**src/rtl/mdu_iterative_if.sv**
```systemverilog
// Pipeline-side bundle for the iterative multiply/divide unit.
// The pipeline drives through the master modport and the unit uses slave.
interface mdu_iterative_if #(
    parameter int WIDTH = 32
);
    logic             mul__active;
    logic [2:0]       mul__opcode;
    logic             mul__kill;
    logic [WIDTH-1:0] rs_data;
    logic [WIDTH-1:0] rt_data;
    logic [WIDTH-1:0] mul__rd_data;
    logic             mul__busy;
    logic             mul__stall;

    modport master (
        output mul__active, mul__opcode, mul__kill, rs_data, rt_data,
        input  mul__rd_data, mul__busy, mul__stall
    );

    modport slave (
        input  mul__active, mul__opcode, mul__kill, rs_data, rt_data,
        output mul__rd_data, mul__busy, mul__stall
    );
endinterface

```
**src/rtl/mdu_iterative.sv**
```systemverilog
// Iterative MIPS multiply/divide unit: holds HI/LO, shift-add multiply and
// restoring divide at one bit per cycle, with a stall toward the pipeline.
//
// state | meaning
// IDLE  | waiting for an operation; MT/MF handled here
// RUN   | one multiply/divide bit per cycle, count WIDTH..1
// FIX   | sign correction and HI/LO writeback
module mdu_iterative #(
    parameter  int WIDTH = 32,
    localparam int CNT_W = $clog2(WIDTH + 1)
) (
    input logic            clk,
    input logic            rst_b,
    mdu_iterative_if.slave mdu
);
    localparam logic [2:0] OP_MFHI  = 3'd0;
    localparam logic [2:0] OP_MFLO  = 3'd1;
    localparam logic [2:0] OP_MTHI  = 3'd2;
    localparam logic [2:0] OP_MTLO  = 3'd3;
    localparam logic [2:0] OP_MULT  = 3'd4;
    localparam logic [2:0] OP_MULTU = 3'd5;
    localparam logic [2:0] OP_DIV   = 3'd6;
    localparam logic [2:0] OP_DIVU  = 3'd7;

    typedef enum logic [1:0] {IDLE, RUN, FIX} state_t;

    state_t             state_q, state_d;
    logic [CNT_W-1:0]   cnt_q;
    logic [2*WIDTH-1:0] acc_q;
    logic [WIDTH-1:0]   opb_q;
    logic [WIDTH-1:0]   hi_q, lo_q;
    logic               is_div_q, neg_res_q, neg_rem_q;

    logic               busy, accept, rs_neg, rt_neg;
    logic [WIDTH-1:0]   rs_mag, rt_mag;

    assign busy   = (state_q != IDLE);
    assign accept = mdu.mul__active & ~busy & ~mdu.mul__kill;
    // Opcode bit 0 clear marks the signed variants (MULT, DIV).
    assign rs_neg = ~mdu.mul__opcode[0] & mdu.rs_data[WIDTH-1];
    assign rt_neg = ~mdu.mul__opcode[0] & mdu.rt_data[WIDTH-1];
    assign rs_mag = rs_neg ? -mdu.rs_data : mdu.rs_data;
    assign rt_mag = rt_neg ? -mdu.rt_data : mdu.rt_data;

    assign mdu.mul__busy  = busy;
    assign mdu.mul__stall = mdu.mul__active & busy;

    always_comb begin
        mdu.mul__rd_data = '0;
        if (!busy) begin
            case (mdu.mul__opcode)
                OP_MFHI: mdu.mul__rd_data = hi_q;
                OP_MFLO: mdu.mul__rd_data = lo_q;
                default: mdu.mul__rd_data = '0;
            endcase
        end
    end

    // acc_q is {HI, LO} for multiply and {remainder, quotient} for divide.
    logic [WIDTH:0]     mul_sum, rem_sh;
    logic [WIDTH-1:0]   rem_sub;
    logic [2*WIDTH-1:0] step_nxt, prod_fix;
    logic [WIDTH-1:0]   quo_fix, rem_fix, hi_fix, lo_fix;

    always_comb begin
        mul_sum = {1'b0, acc_q[2*WIDTH-1:WIDTH]} + (acc_q[0] ? {1'b0, opb_q} : '0);
        rem_sh  = {acc_q[2*WIDTH-1:WIDTH], acc_q[WIDTH-1]};
        rem_sub = rem_sh[WIDTH-1:0] - opb_q;
        if (is_div_q) begin
            if (rem_sh >= {1'b0, opb_q})
                step_nxt = {rem_sub, acc_q[WIDTH-2:0], 1'b1};
            else
                step_nxt = {rem_sh[WIDTH-1:0], acc_q[WIDTH-2:0], 1'b0};
        end else begin
            step_nxt = {mul_sum, acc_q[WIDTH-1:1]};
        end
        prod_fix = neg_res_q ? -acc_q : acc_q;
        quo_fix  = neg_res_q ? -acc_q[WIDTH-1:0] : acc_q[WIDTH-1:0];
        rem_fix  = neg_rem_q ? -acc_q[2*WIDTH-1:WIDTH] : acc_q[2*WIDTH-1:WIDTH];
        hi_fix   = is_div_q ? rem_fix : prod_fix[2*WIDTH-1:WIDTH];
        lo_fix   = is_div_q ? quo_fix : prod_fix[WIDTH-1:0];
    end

    always_ff @(posedge clk or negedge rst_b) begin
        if (!rst_b) state_q <= IDLE;
        else        state_q <= state_d;
    end

    always_comb begin
        state_d = state_q;
        case (state_q)
            IDLE: if (accept && mdu.mul__opcode[2]) state_d = RUN;
            RUN: begin
                if (mdu.mul__kill)               state_d = IDLE;
                else if (cnt_q == CNT_W'(1))     state_d = FIX;
            end
            FIX:     state_d = IDLE;
            default: state_d = IDLE;
        endcase
    end

    always_ff @(posedge clk or negedge rst_b) begin
        if (!rst_b) begin
            cnt_q     <= '0;
            acc_q     <= '0;
            opb_q     <= '0;
            hi_q      <= '0;
            lo_q      <= '0;
            is_div_q  <= 1'b0;
            neg_res_q <= 1'b0;
            neg_rem_q <= 1'b0;
        end else begin
            case (state_q)
                IDLE: if (accept) begin
                    case (mdu.mul__opcode)
                        OP_MTHI: hi_q <= mdu.rs_data;
                        OP_MTLO: lo_q <= mdu.rs_data;
                        OP_MULT, OP_MULTU, OP_DIV, OP_DIVU: begin
                            acc_q     <= {{WIDTH{1'b0}}, (mdu.mul__opcode[1] ? rs_mag : rt_mag)};
                            opb_q     <= mdu.mul__opcode[1] ? rt_mag : rs_mag;
                            cnt_q     <= CNT_W'(WIDTH);
                            is_div_q  <= mdu.mul__opcode[1];
                            neg_res_q <= rs_neg ^ rt_neg;
                            neg_rem_q <= rs_neg;
                        end
                        default: ;
                    endcase
                end
                RUN: if (!mdu.mul__kill) begin
                    acc_q <= step_nxt;
                    cnt_q <= cnt_q - CNT_W'(1);
                end
                FIX: if (!mdu.mul__kill) begin
                    hi_q <= hi_fix;
                    lo_q <= lo_fix;
                end
                default: ;
            endcase
        end
    end
endmodule
```
**src/flat_wrapper.sv**
```systemverilog
// flat-port wrapper written by rule: the top's interface ports become plain ports
module mdu_iterative_flat 
#(
    parameter  int WIDTH = 32,
    localparam int CNT_W = $clog2(WIDTH + 1)
)
  (clk, rst_b, mdu_mul__active, mdu_mul__opcode, mdu_mul__kill, mdu_rs_data, mdu_rt_data, mdu_mul__rd_data, mdu_mul__busy, mdu_mul__stall);
  mdu_iterative_if #(.WIDTH(WIDTH)) mdu_i ();
  input logic clk;
  input logic rst_b;
  input wire logic [$bits(mdu_i.mul__active)-1:0] mdu_mul__active;
  input wire logic [$bits(mdu_i.mul__opcode)-1:0] mdu_mul__opcode;
  input wire logic [$bits(mdu_i.mul__kill)-1:0] mdu_mul__kill;
  input wire logic [$bits(mdu_i.rs_data)-1:0] mdu_rs_data;
  input wire logic [$bits(mdu_i.rt_data)-1:0] mdu_rt_data;
  output wire logic [$bits(mdu_i.mul__rd_data)-1:0] mdu_mul__rd_data;
  output wire logic [$bits(mdu_i.mul__busy)-1:0] mdu_mul__busy;
  output wire logic [$bits(mdu_i.mul__stall)-1:0] mdu_mul__stall;
  assign mdu_i.mul__active = mdu_mul__active;
  assign mdu_i.mul__opcode = mdu_mul__opcode;
  assign mdu_i.mul__kill = mdu_mul__kill;
  assign mdu_i.rs_data = mdu_rs_data;
  assign mdu_i.rt_data = mdu_rt_data;
  assign mdu_mul__rd_data = mdu_i.mul__rd_data;
  assign mdu_mul__busy = mdu_i.mul__busy;
  assign mdu_mul__stall = mdu_i.mul__stall;
  mdu_iterative #(.WIDTH(WIDTH)) u_core (.clk(clk), .rst_b(rst_b), .mdu(mdu_i));
endmodule
```
**config.mk**
```make
export PLATFORM = sky130hd
export DESIGN_NAME = mdu_iterative_flat
export DESIGN_NICKNAME = d
export VERILOG_FILES = /design/src/rtl/mdu_iterative_if.sv /design/src/rtl/mdu_iterative.sv /design/src/flat_wrapper.sv
export SDC_FILE = /design/constraint.sdc
export NUM_CORES = 1
export LEC_CHECK = 0
export BUFFER_PORTS_ARGS = -buffer_cell sky130_fd_sc_hd__buf_2
export CAP_MARGIN = 20
export CELL_PAD_IN_SITES_DETAIL_PLACEMENT = 1
export CELL_PAD_IN_SITES_GLOBAL_PLACEMENT = 2
export CORE_ASPECT_RATIO = 1.75
export CORE_MARGIN = 2
export CORE_UTILIZATION = 30
export CTS_CLUSTER_DIAMETER = 120
export CTS_CLUSTER_SIZE = 8
export DETAILED_ROUTE_END_ITERATION = 8
export GPL_TIMING_DRIVEN = 0
export PLACE_DENSITY_LB_ADDON = 0.1
export SYNTH_ARGS = -nofsm -noshare
export SYNTH_HDL_FRONTEND = slang
export SYNTH_SLANG_ARGS = --single-unit
```
**constraint.sdc**
```tcl
create_clock -name clk -period 3.4 [get_ports clk]
set_input_delay 0.17 -clock clk [delete_from_list [all_inputs] [get_ports clk]]
set_output_delay 0.17 -clock clk [all_outputs]
set_load 0.05 [all_outputs]
```
# Word level (Yosys, flattened, before mapping)
# Cells that the tools add are included.
# op_classes
bitwise,9
reduce_logical,12
eq_ne,18
order_cmp,1
add_sub_neg,8
muxes,34
# ops
cell,n
$mux 32,16
$mux 64,6
$pmux 32 s2,3
$neg 32->32,4
$pmux 64 s2,1
$neg 64->64,1
$add 32x33->33,1
$ge 33x32->1,1
$sub 32x32->32,1
$mux 6,3
$eq 3x3->1 const B,4
$pmux 6 s2,1
$reduce_and 4->1,3
$ne 2x2->1 const B,5
$eq 3x2->1 const B,2
$eq 6x1->1 const B,1
$mux 2,3
$reduce_bool 2->1,3
$sub 6x1->6 const B,1
$and 1x1->1,5
$ne 2x1->1 const B,2
$pmux 2 s2,1
$reduce_or 4->1,1
$eq 3x1->1 const B,1
other kinds (10),12
# word_totals
wordCells,91
out_inout_bits,34
inputBits,71
reg_bits,171

# Longest topological paths before layout
# Gate-level depths: netlist (run 1).
# depth
depth_word,7
mapped_depth,14
ltp_nobuf,13

# Least setup slack after synthesis (run 1)
# Ideal clock, no wire load.
# synth_path
kind,register -> register
start,reg u_core.acc_q[0]
end,reg u_core.acc_q[56]
setup_slack_ps,242
stages_incl_launch_ff,14
arrival_time_ps,3032
path_buffers,1
synth_period_minus_slack_ps,3158
setup_time_ps,126
path_cell_list,dfrtp_1 -> inv_1 -> clkbuf_1 -> nor2_1 -> ha_1 -> a21oi_1 -> nand2b_1 -> o21a_1 -> o31ai_1 -> o311ai_0 -> a21o_1 -> a21boi_0 -> xnor2_1 -> a221o_1
# synth_via
elab_chain_len,5
# synth_rtl
element,line,rtl
start: declaration,mdu_iterative.sv:29,logic [2*WIDTH-1:0] acc_q;
start signal: assignment,mdu_iterative.sv:119,"acc_q <= {{WIDTH{1'b0}}, (mdu.mul__opcode[1] ? rs_mag : rt_mag)};"
start signal: assignment,mdu_iterative.sv:130,acc_q <= step_nxt;
$mux 32,mdu_iterative.sv:66,"mul_sum = {1'b0, acc_q[2*WIDTH-1:WIDTH]} + (acc_q[0] ? {1'b0, opb_q} : '0);"
$add 32x33->33,mdu_iterative.sv:66,
$mux 64,mdu_iterative.sv:69,if (is_div_q) begin
$mux 64,mdu_iterative.sv:129,RUN: if (!mdu.mul__kill) begin
$pmux 64 s2,mdu_iterative.sv:113,case (state_q)
# Every way passes these cells. The select of a mux whose other input is x is not followed.
# A chain may end at the register's enable or synchronous reset.

# Worst setup path after layout (run 1)
# layout_path
start,in mdu_rs_data[1]
end,reg u_core.opb_q[27]
# layout_via
elab_chain_len,3
# layout_rtl
element,line,rtl
start: declaration,flat_wrapper.sv:14,input wire logic [$bits(mdu_i.rs_data)-1:0] mdu_rs_data;
$neg 32->32,mdu_iterative.sv:42,assign rs_mag = rs_neg ? -mdu.rs_data : mdu.rs_data;
$mux 32,mdu_iterative.sv:42,
$mux 32,mdu_iterative.sv:120,opb_q <= mdu.mul__opcode[1] ? rt_mag : rs_mag;
end signal: assignment,mdu_iterative.sv:120,
end: declaration,mdu_iterative.sv:30,logic [WIDTH-1:0] opb_q;
# Every way passes these cells.

==> results of run 1 <==
## worst paths after layout
kind,endpoint,depth (start not counted),startpoint
worst max register to register,u_core.acc_q[52]$_DFFE_PN0P_,14,u_core.acc_q[44]$_DFFE_PN0P_
min in group asynchronous,u_core.acc_q[9]$_DFFE_PN0P_,2,rst_b
worst min register to register,u_core.hi_q[16]$_DFFE_PN0P_,2,u_core.hi_q[16]$_DFFE_PN0P_
max in group asynchronous,u_core.hi_q[31]$_DFFE_PN0P_,3,rst_b
worst max-delay path,u_core.opb_q[27]$_DFFE_PN0P_,10,mdu_rs_data[1]
worst min-delay path,u_core.hi_q[30]$_DFFE_PN0P_,3,mdu_rs_data[30]
## worst min-delay path, delay by kind of cell
family                 cells  cell delay (ns)
AO/OA/AOI/OAI              1             0.07
multiplexers               1             0.13
buffers and inverters      1             0.15
## cell usage in the layout (no fill, tap or decap), types with 38 or more instances in the layout
cell	count
o21ai_0	166
a21oi_1	199
o31ai_1	44
clkbuf_1	88
nor2_1	261
inv_1	58
a22oi_1	39
xnor2_1	100
nand2_1	222
mux2i_1	44
ha_1	58
xor2_1	77
nor3_1	38
dfrtp_1	156
buf_2	112
## registers in the layout (all words and copies together), names as in the netlist
signal,count
u_core.acc_q,64
u_core.cnt_q,6
u_core.hi_q,32
u_core.is_div_q,1
u_core.lo_q,32
u_core.neg_rem_q,1
u_core.neg_res_q,1
u_core.opb_q,32
u_core.state_q,2
## area by class of cell
type | count | area (um2) | share of cell area (%)
Multi-Input combinational cell | 1692 | 10900 | 60.0
Sequential cell | 171 | 4300 | 23.8
Tap cell | 672 | 841 | 4.65
Timing Repair Buffer | 124 | 706 | 3.90
Buffer | 122 | 517 | 2.86
Clock buffer | 19 | 443 | 2.45
Inverter | 60 | 228 | 1.26
Clock inverter | 13 | 190 | 1.05
## power by group through the flow
stage               clock network (mW)  registers (mW)  logic (mW)
CTS                               2.26            3.76        9.05
global route                      2.32            3.86        10.0
detailed placement                   0            3.79        8.70
finish                            2.22            3.82        9.27
floorplan                            0            3.24        5.85
global placement                     0            3.77        8.60
## cell families after synthesis
logic type | synth area share (%)
muxes | 3.48
DFF | 27.5
buffers and inverters | 4.80
adders and majority gates | 5.89
and+or+nand+nor | 21.4
AOI/OAI and AO/OA | 26.8
xor gates and xnor gates | 10.1
## routing by layer
metal | global-route usage, % | up-vias
li1 | - | 7633
met1 | 30.3 | 8456
met2 | 60.9 | 527
met3 | 3.47 | 263
met4 | 24.1 | 2
met5 | 0 | -
## repair_timing
| item | 4_1_cts | 5_1_grt |
|---|---|---|
| endpoints found under the hold margin | 66 | 0 |
| gates resized for setup | 66 | 52 |
| endpoints found under the setup margin | 96 | 44 |
| setup buffers | 8 | 4 |
| pin swaps | 4 | 7 |
| hold buffers | 1 | 0 |
==> results.cfg, run 1 <==
[outcome]
status = finished, final reports clean

[placed_design]
placed_area_um2 = 17000
dp_hpwl_mm = 71.3
gp_congestion = 0.936
port_buffers = 103
dp.cells = 2838
pre_cts_ws_ns = -1.13

[final_layout]
postLayoutCellArea_um2 = 18100
syn2layout_area_growth_pct = 16.3
drive_gt1_share_pct = 13.3
fillers = 6374
final_util_pct = 35.2
diodes = 0
nets = 2331
final_cells = 2873

[worst_setup_path]
required_ns = 3.70
path_delay_family = simple AND/OR/NAND/NOR gates
reg2reg_slack_ns = 0.08
worstSetupEndpointType = flip-flop
crit_path_top_delay_cell = nor4_2
start_kind = primary input
path_cells = buf_2 > nor4_1 > nand2_1 > nor4_2 > nand2_1 > nor4_1 > nor2_1 > xor2_1 > o21ai_0 > o21ai_0
crit_fanout = 4
crit_path_max_incr_delay_ns = 0.74
critPathKind = in -> reg
cp_data_arrival_time_ns = 3.65
cp.buffers_inverters = 1

[pwr]
cellLeakagePower_nw = 7.60
pwr-share-comb_pct = 60.5
power_density_nw_per_um2 = 847
p_total_mw = 15.3
internal_power_mw = 7.23
pwr-share-seq_pct = 24.9
peakVddDrop_mv = 0.360
swShare_pct = 52.8
p_switching_mw = 8.07
clock_power_share_pct = 14.5

[clock_network]
htreeDepth = 4
cts_tree = done
clock-sinks = 171
clockBufferDepth = 2
cts-root-buf = clkbuf_16
cts_buffers = 17
clk_latency_ns = 0.47
clkTransAtPathRegs_ns = 0.07

[sta]
final.setup_skew_ns = 0.0164
slew_headroom_pct = 29.2
finalSetupViolCount = 0
drv_slew = 0
worst_slack_ns = 0.0561
hold_viol = 0
fin_hold_ws_ns = 0.0852
finalSetupTns_ns = 0
worst_pin_slew_ns = 1.06
min_period_ns = 3.34
finalCritPeriodShare_pct = 98.3
fmax_ghz = 0.299

[drt]
drt_iter0_drc = 925
wl_met3_mm = 2.89
firstDrtPassIters = 5
met1_length_mm = 28.7
remaining_drc_errors = 0
met2_length_mm = 46.2
topRoutingLayerUsed = met5
wl_per_cell_um = 29.8
drt_wl_total_mm = 85.5
postRouteAntennaNets = 0
vias = 16900
avgViaCountPerCell = 5.88

[yosys]
synthTopCellsByCount = nor2_1 (262), nand2_1 (223), a21oi_1 (208), o21ai_0 (173), dfrtp_1 (171)
syn-instance-count = 2056
netlist_area_um2 = 15500
yosysMostFrequentCell = nor2_1
synthFlopType = dfrtp_1
yosysUniqueCellTypes = 82
ys_warn_count = 0
ys_top_cells_by_area = dfrtp_1 (28%), a21oi_1 (6.7%), nor2_1 (6.3%)
avgSynthCellArea_um2 = 7.56
synth_edf_count = 0
syn_nets = 2199
yosysTopAreaCellShare_pct = 27.5
ys_seq_area_share_pct = 27.5
yosysTopAreaCell = dfrtp_1
synth-seq-cells = 171
async_reset_ff_share_pct = 100

[die]
rows = 110
design.core.area_um2 = 51300
fp.dieH_um = 305
io-pin-count = 105
die_area_um2 = 53700
start_util_pct = 30.3
die_x_um = 176

[grt]
first_global_vias = 17900
antenna_found_initial = 1
grt_max_degree = 106
grt_usage_pct = 31.7
grt_pass1_wl_mm = 123
gr-total-overflow = 0

[worst_hold_path]
hold_class = in -> reg

[flow_run]
maxCapViolCount = 0
Power figures use the tool's default switching activity.
==> inputs of run 2 (changes only) <==
--- a/config.mk
+++ b/config.mk
@@ -10,7 +10,7 @@
 export CELL_PAD_IN_SITES_DETAIL_PLACEMENT = 1
 export CELL_PAD_IN_SITES_GLOBAL_PLACEMENT = 2
 export CORE_ASPECT_RATIO = 1.75
-export CORE_MARGIN = 2
+export CORE_MARGIN = 1
 export CORE_UTILIZATION = 30
 export CTS_CLUSTER_DIAMETER = 120
 export CTS_CLUSTER_SIZE = 8
==> run 2 against run 1 <==
Register-to-register slack is essentially flat. Setup slack better by 0.027 ns. First-iteration DRC count up 11%. Final cell count about the same. The run now ends with design-rule violations left. Clock-buffer cell count grew 2. Sequential power hardly changed. Worst hold slack better by 0.020 ns. Utilization about the same. Clock skew decreased by 0.0031 ns. Largest power group unchanged. Non-clock buffer count up 2.
==> results.cfg, run 2 (synthesized netlist as in run 1, its figures left out) <==
[grt]
gr-total-overflow = 0
antenna_found_initial = 0
grt_usage_pct = 32.9
grt_pass1_wl_mm = 124
grt_max_degree = 103
first_global_vias = 17900

[sta]
finalSetupViolCount = 0
fmax_ghz = 0.301
finalCritPeriodShare_pct = 97.6
min_period_ns = 3.32
finalSetupTns_ns = 0
hold_viol = 0
drv_slew = 0
worst_pin_slew_ns = 1.22
rsz0062_at_grt = true
worst_slack_ns = 0.0828
slew_headroom_pct = 18.0
final.setup_skew_ns = 0.0133

[die]
rows = 110
start_util_pct = 30.3
io-pin-count = 105
design.core.area_um2 = 51300
die_x_um = 174
die_area_um2 = 52800
fp.dieH_um = 303

[final_layout]
largest_register_ffs = 64
final_cell_mix = nor2_1 (260), nand2_1 (222), a21oi_1 (201), o21ai_0 (167), dfrtp_1 (151)
top_register = u_core.acc_q
syn2layout_area_growth_pct = 16.4
drive_gt1_share_pct = 13.8
final_cells = 2875
diodes = 0
layout_commonest_cell = nor2_1
postLayoutCellArea_um2 = 18100
final_util_pct = 35.2
nets = 2333

[placed_design]
pre_cts_ws_ns = -1.15
gp_congestion = 0.980
dp.cells = 2839
dp_hpwl_mm = 71.6
placed_area_um2 = 17000
port_buffers = 103

[drt]
postRouteAntennaNets = 0
drt_iter0_drc = 1030
avgViaCountPerCell = 5.80
remaining_drc_errors = 1
firstDrtPassIters = 7
wl_per_cell_um = 29.9
drt_wl_total_mm = 86.0
vias = 16700

[clock_network]
clkTransAtPathRegs_ns = 0.07
clock-sinks = 171
clk_latency_ns = 0.47
cts_buffers = 17
htreeDepth = 4
clockBufferDepth = 2
cts-root-buf = clkbuf_16
cts_tree = done

[worst_setup_path]
cp_data_arrival_time_ns = 3.63
worstSetupEndpointType = flip-flop
worstReg2RegStart = u_core.acc_q[0]$_DFFE_PN0P_
critPathKind = reg -> reg
required_ns = 3.71
start_kind = flip-flop
reg2reg_slack_ns = 0.08
reg2reg_depth = 13
timing.rr.end = u_core.hi_q[18]$_DFFE_PN0P_
crit_fanout = 10

[worst_hold_path]
min_from = mdu_rs_data[7]
hold_path_depth = 3
hold_class = in -> reg
holdPathEnd = u_core.lo_q[7]$_DFFE_PN0P_

[pwr]
cellLeakagePower_nw = 7.52
power_density_nw_per_um2 = 837
peakVddDrop_mv = 0.305

[outcome]
status = complete, but fails checks
violations = design-rule violations

[flow_run]
maxCapViolCount = 0
run 2: what timing repair did:
item / CTS / global route
gates resized for setup: 80 / 60
endpoints found under the hold margin: 101 / 0
endpoints found under the setup margin: 78 / 50
setup buffers: 3 / 11
gates cloned: 0 / 0
hold buffers: 1 / 0
pin swaps: 5 / 13
run 2: per-layer routing:
layer  global-route usage, %  vias to the layer above  share of wire (%)
li1                        -                     7618                  -
met1                    31.1                     8312                 34
met3                    3.24                      254                2.9
met2                    64.5                      486                 54
met5                       0                        -                  0
met4                    25.7                        0                9.0
run 2: worst max-delay path by stage:
stage / from / end / slack (ns)
after detailed placement: u_core.acc_q[55]$_DFFE_PN0P_ / u_core.acc_q[52]$_DFFE_PN0P_ / -1.15
after global routing: u_core.acc_q[41]$_DFFE_PN0P_ / u_core.hi_q[23]$_DFFE_PN0P_ / -0.02
after global placement: u_core.acc_q[46]$_DFFE_PN0P_ / u_core.acc_q[52]$_DFFE_PN0P_ / -1.23
after CTS: u_core.acc_q[50]$_DFFE_PN0P_ / u_core.acc_q[52]$_DFFE_PN0P_ / 0.0002
after floorplan: u_core.acc_q[0]$_DFFE_PN0P_ / u_core.acc_q[56]$_DFFE_PN0P_ / 0.24
final: u_core.acc_q[0]$_DFFE_PN0P_ / u_core.hi_q[18]$_DFFE_PN0P_ / 0.08
run 2: report_power, final:
group,internal [mW],switching [mW]
Combinational,3.39,5.95
Sequential,2.69,1.14
Clock,1.03,0.940
run 2: worst max-delay path: stages (launching register included):
cell      delay [ns]
dfrtp_2         0.46
inv_2           0.15
buf_4           0.26
ha_1            0.23
nand3b_1        0.23
nand4b_1        0.26
buf_4           0.18
or2_4           0.28
nand2_1         0.12
buf_4           0.23
o21ai_1         0.13
xor2_2          0.22
a21oi_2         0.28
o21ai_0         0.11
run 2: final cells by class:
class                   instances  area (um2)
plain buffers                 122         527
clock buffers                  21         450
clock inverters                11        97.6
fillers                      6331       33200
inverters                      60         225
multi-input cells            1692       10900
flip-flops and latches        171        4300
well taps                     672         841
repair buffers                126         714
run 2: per-stage QoR:
stage / hold slack (ns) / total power, mW
final: 0.105 / 15.1
after floorplan: -0.126 / 9.09
after global routing: 0.124 / 16.1
after global placement: 0.464 / 12.4
after CTS: 0.0941 / 14.9
after detailed placement: 0.295 / 12.5
